**src/rtl/bsg_counter_overflow_pkg.sv**
```systemverilog
// Shared definitions for the multi-channel overflow/set/enable counter:
// overflow mode encoding and the lane-packing helper.
package bsg_counter_overflow_pkg;

  localparam logic e_ovf_wrap = 1'b0;
  localparam logic e_ovf_sat  = 1'b1;

  // LSB position of lane 'lane' in a bus of equal-width lanes packed from bit 0 upward.
  function automatic int unsigned lane_lsb(input int unsigned lane, input int unsigned width);
    return lane * width;
  endfunction

endpackage

```
**src/rtl/bsg_counter_overflow_set_en_lane.sv**
```systemverilog
// One counter channel: count register, next-count priority mux,
// threshold comparator and sticky overflow flag.
module bsg_counter_overflow_set_en_lane
  import bsg_counter_overflow_pkg::*;
#(
  parameter int unsigned width_p    = 24,
  parameter int unsigned init_val_p = 0
) (
  input  logic               clk_i,
  input  logic               reset_i,
  input  logic               en_i,
  input  logic               set_i,
  input  logic [width_p-1:0] val_i,
  input  logic [width_p-1:0] max_val_i,
  input  logic               sat_mode_i,
  input  logic               clear_sticky_i,
  output logic [width_p-1:0] count_o,
  output logic               overflow_o,
  output logic               overflow_sticky_o
);

  logic [width_p-1:0] count_n;

  // Overflow only on exact match; counts above the threshold roll through 2^width_p first.
  always_comb overflow_o = (count_o == max_val_i);

  // Load beats overflow handling; wrap at max happens even without enable.
  always_comb begin
    count_n = count_o;
    if (set_i) begin
      count_n = val_i;
    end else if (overflow_o) begin
      if (sat_mode_i == e_ovf_wrap) begin
        count_n = '0;
      end
    end else if (en_i) begin
      count_n = count_o + width_p'(1);
    end
  end

  always_ff @(posedge clk_i) begin
    if (reset_i) begin
      count_o           <= width_p'(init_val_p);
      overflow_sticky_o <= 1'b0;
    end else begin
      count_o           <= count_n;
      overflow_sticky_o <= (overflow_sticky_o & ~clear_sticky_i) | overflow_o;
    end
  end

endmodule

```
**src/rtl/bsg_counter_overflow_set_en_multi.sv**
```systemverilog
// els_p independent overflow/set/enable counters; this level only slices
// the packed buses and instantiates one lane per channel.
module bsg_counter_overflow_set_en_multi
  import bsg_counter_overflow_pkg::*;
#(
  parameter int unsigned width_p    = 24,
  parameter int unsigned els_p      = 4,
  parameter int unsigned init_val_p = 0
) (
  input  logic                       clk_i,
  input  logic                       reset_i,
  input  logic [els_p-1:0]           en_i,
  input  logic [els_p-1:0]           set_i,
  input  logic [els_p*width_p-1:0]   val_i,
  input  logic [els_p*width_p-1:0]   max_val_i,
  input  logic [els_p-1:0]           sat_mode_i,
  input  logic [els_p-1:0]           clear_sticky_i,
  output logic [els_p*width_p-1:0]   count_o,
  output logic [els_p-1:0]           overflow_o,
  output logic [els_p-1:0]           overflow_sticky_o
);

  for (genvar i = 0; i < int'(els_p); i++) begin : g_lane
    localparam int unsigned lsb_lp = lane_lsb(i, width_p);

    bsg_counter_overflow_set_en_lane #(
      .width_p    (width_p),
      .init_val_p (init_val_p)
    ) lane (
      .clk_i             (clk_i),
      .reset_i           (reset_i),
      .en_i              (en_i[i]),
      .set_i             (set_i[i]),
      .val_i             (val_i[lsb_lp +: width_p]),
      .max_val_i         (max_val_i[lsb_lp +: width_p]),
      .sat_mode_i        (sat_mode_i[i]),
      .clear_sticky_i    (clear_sticky_i[i]),
      .count_o           (count_o[lsb_lp +: width_p]),
      .overflow_o        (overflow_o[i]),
      .overflow_sticky_o (overflow_sticky_o[i])
    );
  end

endmodule

```
**config.mk**
```make
export PLATFORM = sky130hd
export DESIGN_NAME = bsg_counter_overflow_set_en_multi
export DESIGN_NICKNAME = d
export VERILOG_FILES = /design/src/rtl/bsg_counter_overflow_pkg.sv /design/src/rtl/bsg_counter_overflow_set_en_lane.sv /design/src/rtl/bsg_counter_overflow_set_en_multi.sv
export SDC_FILE = /design/constraint.sdc
export NUM_CORES = 1
export LEC_CHECK = 0
export CAP_MARGIN = 20
export CORE_ASPECT_RATIO = 1.25
export CORE_UTILIZATION = 25
export DETAILED_ROUTE_END_ITERATION = 6
export GPL_TIMING_DRIVEN = 0
export SYNTH_ARGS = -nofsm -noshare
export SYNTH_HDL_FRONTEND = slang
export SYNTH_SLANG_ARGS = --single-unit
```
**constraint.sdc**
```tcl
create_clock -name clk_i -period 3.1 [get_ports clk_i]
set_input_delay 0.93 -clock clk_i [delete_from_list [all_inputs] [get_ports clk_i]]
set_output_delay 0.93 -clock clk_i [all_outputs]
set_load 0.02 [all_outputs]
```
======== Word-level counts from Yosys, hierarchy flattened ========
Cells that the tools add are included.
operators by class
  add/subtract/negate cells ............... 4
  reduce and logical (&&, ||, !) cells .... 8
  bitwise operators ....................... 12
  multiplexer cells ....................... 16
  equality and inequality tests ........... 8
operators with widths
  operator                                                          count
  24-bit two-way mux                                                16
  24-bit by 1-bit adder with 24-bit output (second input constant)  4
  24-bit == test                                                    4
  3-bit != test (second input constant)                             4
  3-bit nonzero test                                                4
  2-bit AND reduction                                               4
  1-bit bitwise AND                                                 4
  1-bit NOT                                                         4
  1-bit bitwise OR                                                  4
word-level totals
  output and inout bits ................... 104
  word-level logic and storage cells ...... 56
  flip-flop bits (word level) ............. 100
  bits of input ports ..................... 210

======== Depth between registers and ports, before layout ========
  depth in word-level cells ............... 4
  mapped depth ............................ 9
  depth with buffers taken out ............ 7

======== Cells and area by module ========
Synthesis repeated with hierarchy kept, for this count alone.
second synthesis, totals
  cells, all modules ...................... 1,000
  area, all modules ....................... 7,772.5 um^2
modules (own cells, without submodules)
  module                            times used  cells an instance  area each (um^2)  sequential area each (um^2)
  bsg_counter_overflow_set_en_lane  4           250                1,943.1           500.5

======== Least setup slack after synthesis ========
Ideal clock, no wire load.
  path type ............................... input port to output port
  from .................................... input max_val_i[91]
  to ...................................... output overflow_o[3]
  arrival ................................. 2,194 ps
  path buffers ............................ 2
  setup slack ............................. -24 ps
  required time ........................... 2,170 ps
  stages on the path ...................... 7
  cell sequence ........................... xor2_1 -> nor4_1 -> and4_1 -> nand2_2 -> inv_2 -> buf_2 -> buf_4
between the ends
  word-level cells in the longest chain between the ends .. 1
RTL lines
  what                line                                     RTL
  start: declaration  bsg_counter_overflow_set_en_multi.sv:15  input logic [els_p*width_p-1:0] max_val_i,
  24-bit == test      bsg_counter_overflow_set_en_lane.sv:25   always_comb overflow_o = (count_o == max_val_i);
  end: declaration    bsg_counter_overflow_set_en_multi.sv:19  output logic [els_p-1:0] overflow_o,
No other way between the ends.

======== Final worst setup path ========
  from .................................... input max_val_i[76]
  to ...................................... output overflow_o[3]
The elaborated chain is that of the path after synthesis.

==> impl_metrics.env <==
export IMPL_synth_top_family_by_area="simple AND/OR/NAND/NOR gates"
export IMPL_netlist_area_sq_um=7780
export IMPL_violations="negative setup slack"
export IMPL_timing_final_ws_setup_ps=-31.6
export IMPL_p_leak_nw=4.77
export IMPL_grt_setup_unrepaired="true"
export IMPL_start_util_pct=25.6
export IMPL_synth_area_leaders="dfxtp_1 26%, xor2_1 7.8%, nand2_1 5.0%"
export IMPL_first_pass_iters=4
export IMPL_via_count=9783
export IMPL_fp_dieW_microns=160
export IMPL_synth_cell_types=77
export IMPL_syn_inst=1010
export IMPL_rows=71
export IMPL_viasPerCell=5.42
export IMPL_synth_common_cells="104 x nand2_1, 100 x dfxtp_1, 69 x nand3_1, 69 x xor2_1, 62 x nor2_1"
export IMPL_fin_crit_sh_pct=101
export IMPL_postCtsHoldBufs=0
export IMPL_synth_edf_count=0
export IMPL_globalRouteOverflowTotal=0
export IMPL_yosysTopAreaCell="dfxtp_1"
export IMPL_cts_buffers=9
export IMPL_endpoint_kind="output port"
export IMPL_reg2reg_to="g_lane[3].lane.count_o[8]"
export IMPL_ir_worst_vdd_v=0.000203
export IMPL_design_core_area_sq_um=30400
export IMPL_route_detailed_drc=0
export IMPL_synth_avg_cell_area_sq_um=7.71
export IMPL_groute_usage_overall_pct=23.7
export IMPL_yosysMostFrequentCell="nand2_1"
export IMPL_grt_max_degree=17
export IMPL_critPathArrivalTime_ps=2200
export IMPL_synth_warnings=0
export IMPL_fin_setup_tns_ps=-31.6
export IMPL_cts_max_path_buffers=2
export IMPL_hold_viol=0
export IMPL_wl_per_cell_microns=21.4
export IMPL_grt_pass1_vias=9879
export IMPL_root_buffer="clkbuf_16"
export IMPL_min_path_type="reg2reg"
export IMPL_gp_congestion=0.928
export IMPL_cp_endpoint="overflow_o[3]"
export IMPL_async_reset_ff_share_pct=0
export IMPL_synthSimpleGateAreaFrac_pct=28.0
export IMPL_die_h_microns=199
export IMPL_critPathMaxFanout=3
export IMPL_required_ps=2170
export IMPL_final_nets=1611
export IMPL_cts_sinks=100
export IMPL_drive_above_1_share_pct=20.3
export IMPL_synthAdderAreaFrac_pct=0.643
export IMPL_tritoncts="built"
export IMPL_htree_levels=3
export IMPL_dieArea_sq_um=31900
export IMPL_slew_viol_final=0
export IMPL_postRouteWirelength_mm=38.7
export IMPL_areaGrowthSynthToFinish_pct=62.8
export IMPL_dpl_hpwl_mm=28.8
export IMPL_insertion_delay_ps=360
export IMPL_clock_fmax_mhz=319
export IMPL_synth_seq_area_share_pct=25.7
export IMPL_first_iter_violations=651
export IMPL_ys_seq_elements=100
export IMPL_reg2reg_slack_ps=190
export IMPL_path_clk_slew_ps=70
export IMPL_io_buffers=310
export IMPL_power_density_nw_per_um2=320
export IMPL_synth_compound_gate_area_share_pct=26.5
export IMPL_regToRegStartpoint="g_lane[3].lane.count_o[4]"
export IMPL_grt_antenna_before_repair=1
export IMPL_grt_pass1_wl_mm=58.0
export IMPL_max_slew_margin_pct=35.9
export IMPL_start_kind="primary input"
export IMPL_muxShareOfSynthArea_pct=0.530
export IMPL_ys_flop_type="dfxtp_1"
export IMPL_syn_num_nets=1224
export IMPL_critPathKind="in2out"
export IMPL_crit_start="max_val_i[76]"
export IMPL_place_ws_ps=-1550
export IMPL_worst_slew_pin_slew_ps=961
export IMPL_status="finished with violations"
export IMPL_finClkSkew_ps=15.7
export IMPL_finalSetupViolCount=1
export IMPL_synthXorXnorAreaFrac_pct=12.0
export IMPL_ios=314
export IMPL_period_needed_ps=3130
export IMPL_antenna_left=0
export IMPL_maxCapViolCount=0
export IMPL_reg2reg_depth=14
export IMPL_synth_top_area_share_pct=25.7
critical path, stage by stage:
cell,delay [ps]
buf_8,100
xor2_4,150
nor4_4,340
buf_4,160
and4_4,250
nand2_8,80
inv_8,70
buf_6,110
worst min-delay path by stage:
stage	endpoint	from	slack, ps	depth (start not counted)
2_1_floorplan	g_lane[0].lane.overflow_sticky_o	g_lane[0].lane.overflow_sticky_o	450	2
3_3_place_gp	g_lane[1].lane.overflow_sticky_o	g_lane[1].lane.overflow_sticky_o	460	2
3_5_place_dp	g_lane[1].lane.overflow_sticky_o	g_lane[1].lane.overflow_sticky_o	470	2
4_1_cts	g_lane[1].lane.overflow_sticky_o	g_lane[1].lane.overflow_sticky_o	480	2
5_1_grt	g_lane[3].lane.overflow_sticky_o	g_lane[3].lane.overflow_sticky_o	490	2
6_report	g_lane[2].lane.overflow_sticky_o	g_lane[2].lane.overflow_sticky_o	480	2
what timing repair did:
item / CTS / global route
pin swaps: 63 / 57
setup buffers: 60 / 17
gates cloned: 1 / 1
endpoints found under the setup margin: 70 / 62
resized for setup: 289 / 77
endpoints found under the hold margin: 0 / 0
routing by layer:
metal / wire length (microns) / GRT usage [%] / up-vias / share of wire, %
met1: 15500 / 27.9 / 4676 / 40
li1: - / - / 4575 / -
met5: 0 / 0 / - / 0
met2: 19600 / 42.5 / 434 / 51
met4: 1480 / 11.2 / 0 / 3.8
met3: 2170 / 3.15 / 98 / 5.6
final cells by class:
cell class,instances,area (sq um)
Buffer,72,402
Tap cell,401,502
Clock buffer,12,267
Clock inverter,4,56.3
Antenna cell,2,5.00
Multi-Input combinational cell,798,5830
Sequential cell,100,2000
Timing Repair Buffer,383,3480
Inverter,33,136
Fill cell,3098,17700
logic make-up after synthesis:
kind of cell / after synthesis
AOI/OAI and AO/OA: 272
xor gates and xnor gates: 107
adders and majority gates: 4
buffers and inverters: 112
DFF: 100
muxes: 4
and+or+nand+nor: 411
sequential cells by signal, indices dropped and copies added, names as in the netlist:
| register | count |
|---|---|
| g_lane.lane.overflow_sticky_o | 4 |
| g_lane.lane.count_o | 96 |
metrics by stage:
step	util [%]	std cells	power, mW	instance area [sq um]	hold slack, ps
floorplan	-	1010	2.04	7790	450
finish	41.7	1805	4.06	12700	479
CTS	41.2	1790	4.07	12500	485
global placement	37.5	1721	2.70	11400	462
global route	41.7	1804	4.25	12700	492
detailed placement	37.5	1721	2.70	11400	473
where the power goes:
| part | total (mW) | switching, mW | leakage (nW) | internal (mW) |
|---|---|---|---|---|
| Clock | 1.28 | 0.583 | 0.159 | 0.700 |
| Combinational | 1.24 | 0.614 | 3.79 | 0.630 |
| Sequential | 1.53 | 0.166 | 0.825 | 1.37 |
cells in the final DEF (no fill, tap or decap), drive strengths merged, types with 17 or more instances in the layout:
| cell type | n |
|---|---|
| a21oi | 29 |
| inv | 33 |
| dlygate4sd2 | 20 |
| nand2 | 105 |
| xnor2 | 38 |
| o311ai | 17 |
| a31oi | 18 |
| nand3 | 73 |
| nor3 | 22 |
| nor2 | 62 |
| clkdlybuf4s50 | 212 |
| buf | 128 |
| or3 | 20 |
| clkdlybuf4s15 | 22 |
| clkbuf | 75 |
| o211ai | 42 |
| nor4 | 29 |
| o21ai | 31 |
| nand4 | 32 |
| dfxtp | 100 |
| xor2 | 69 |
Power figures use the tool's default switching activity.
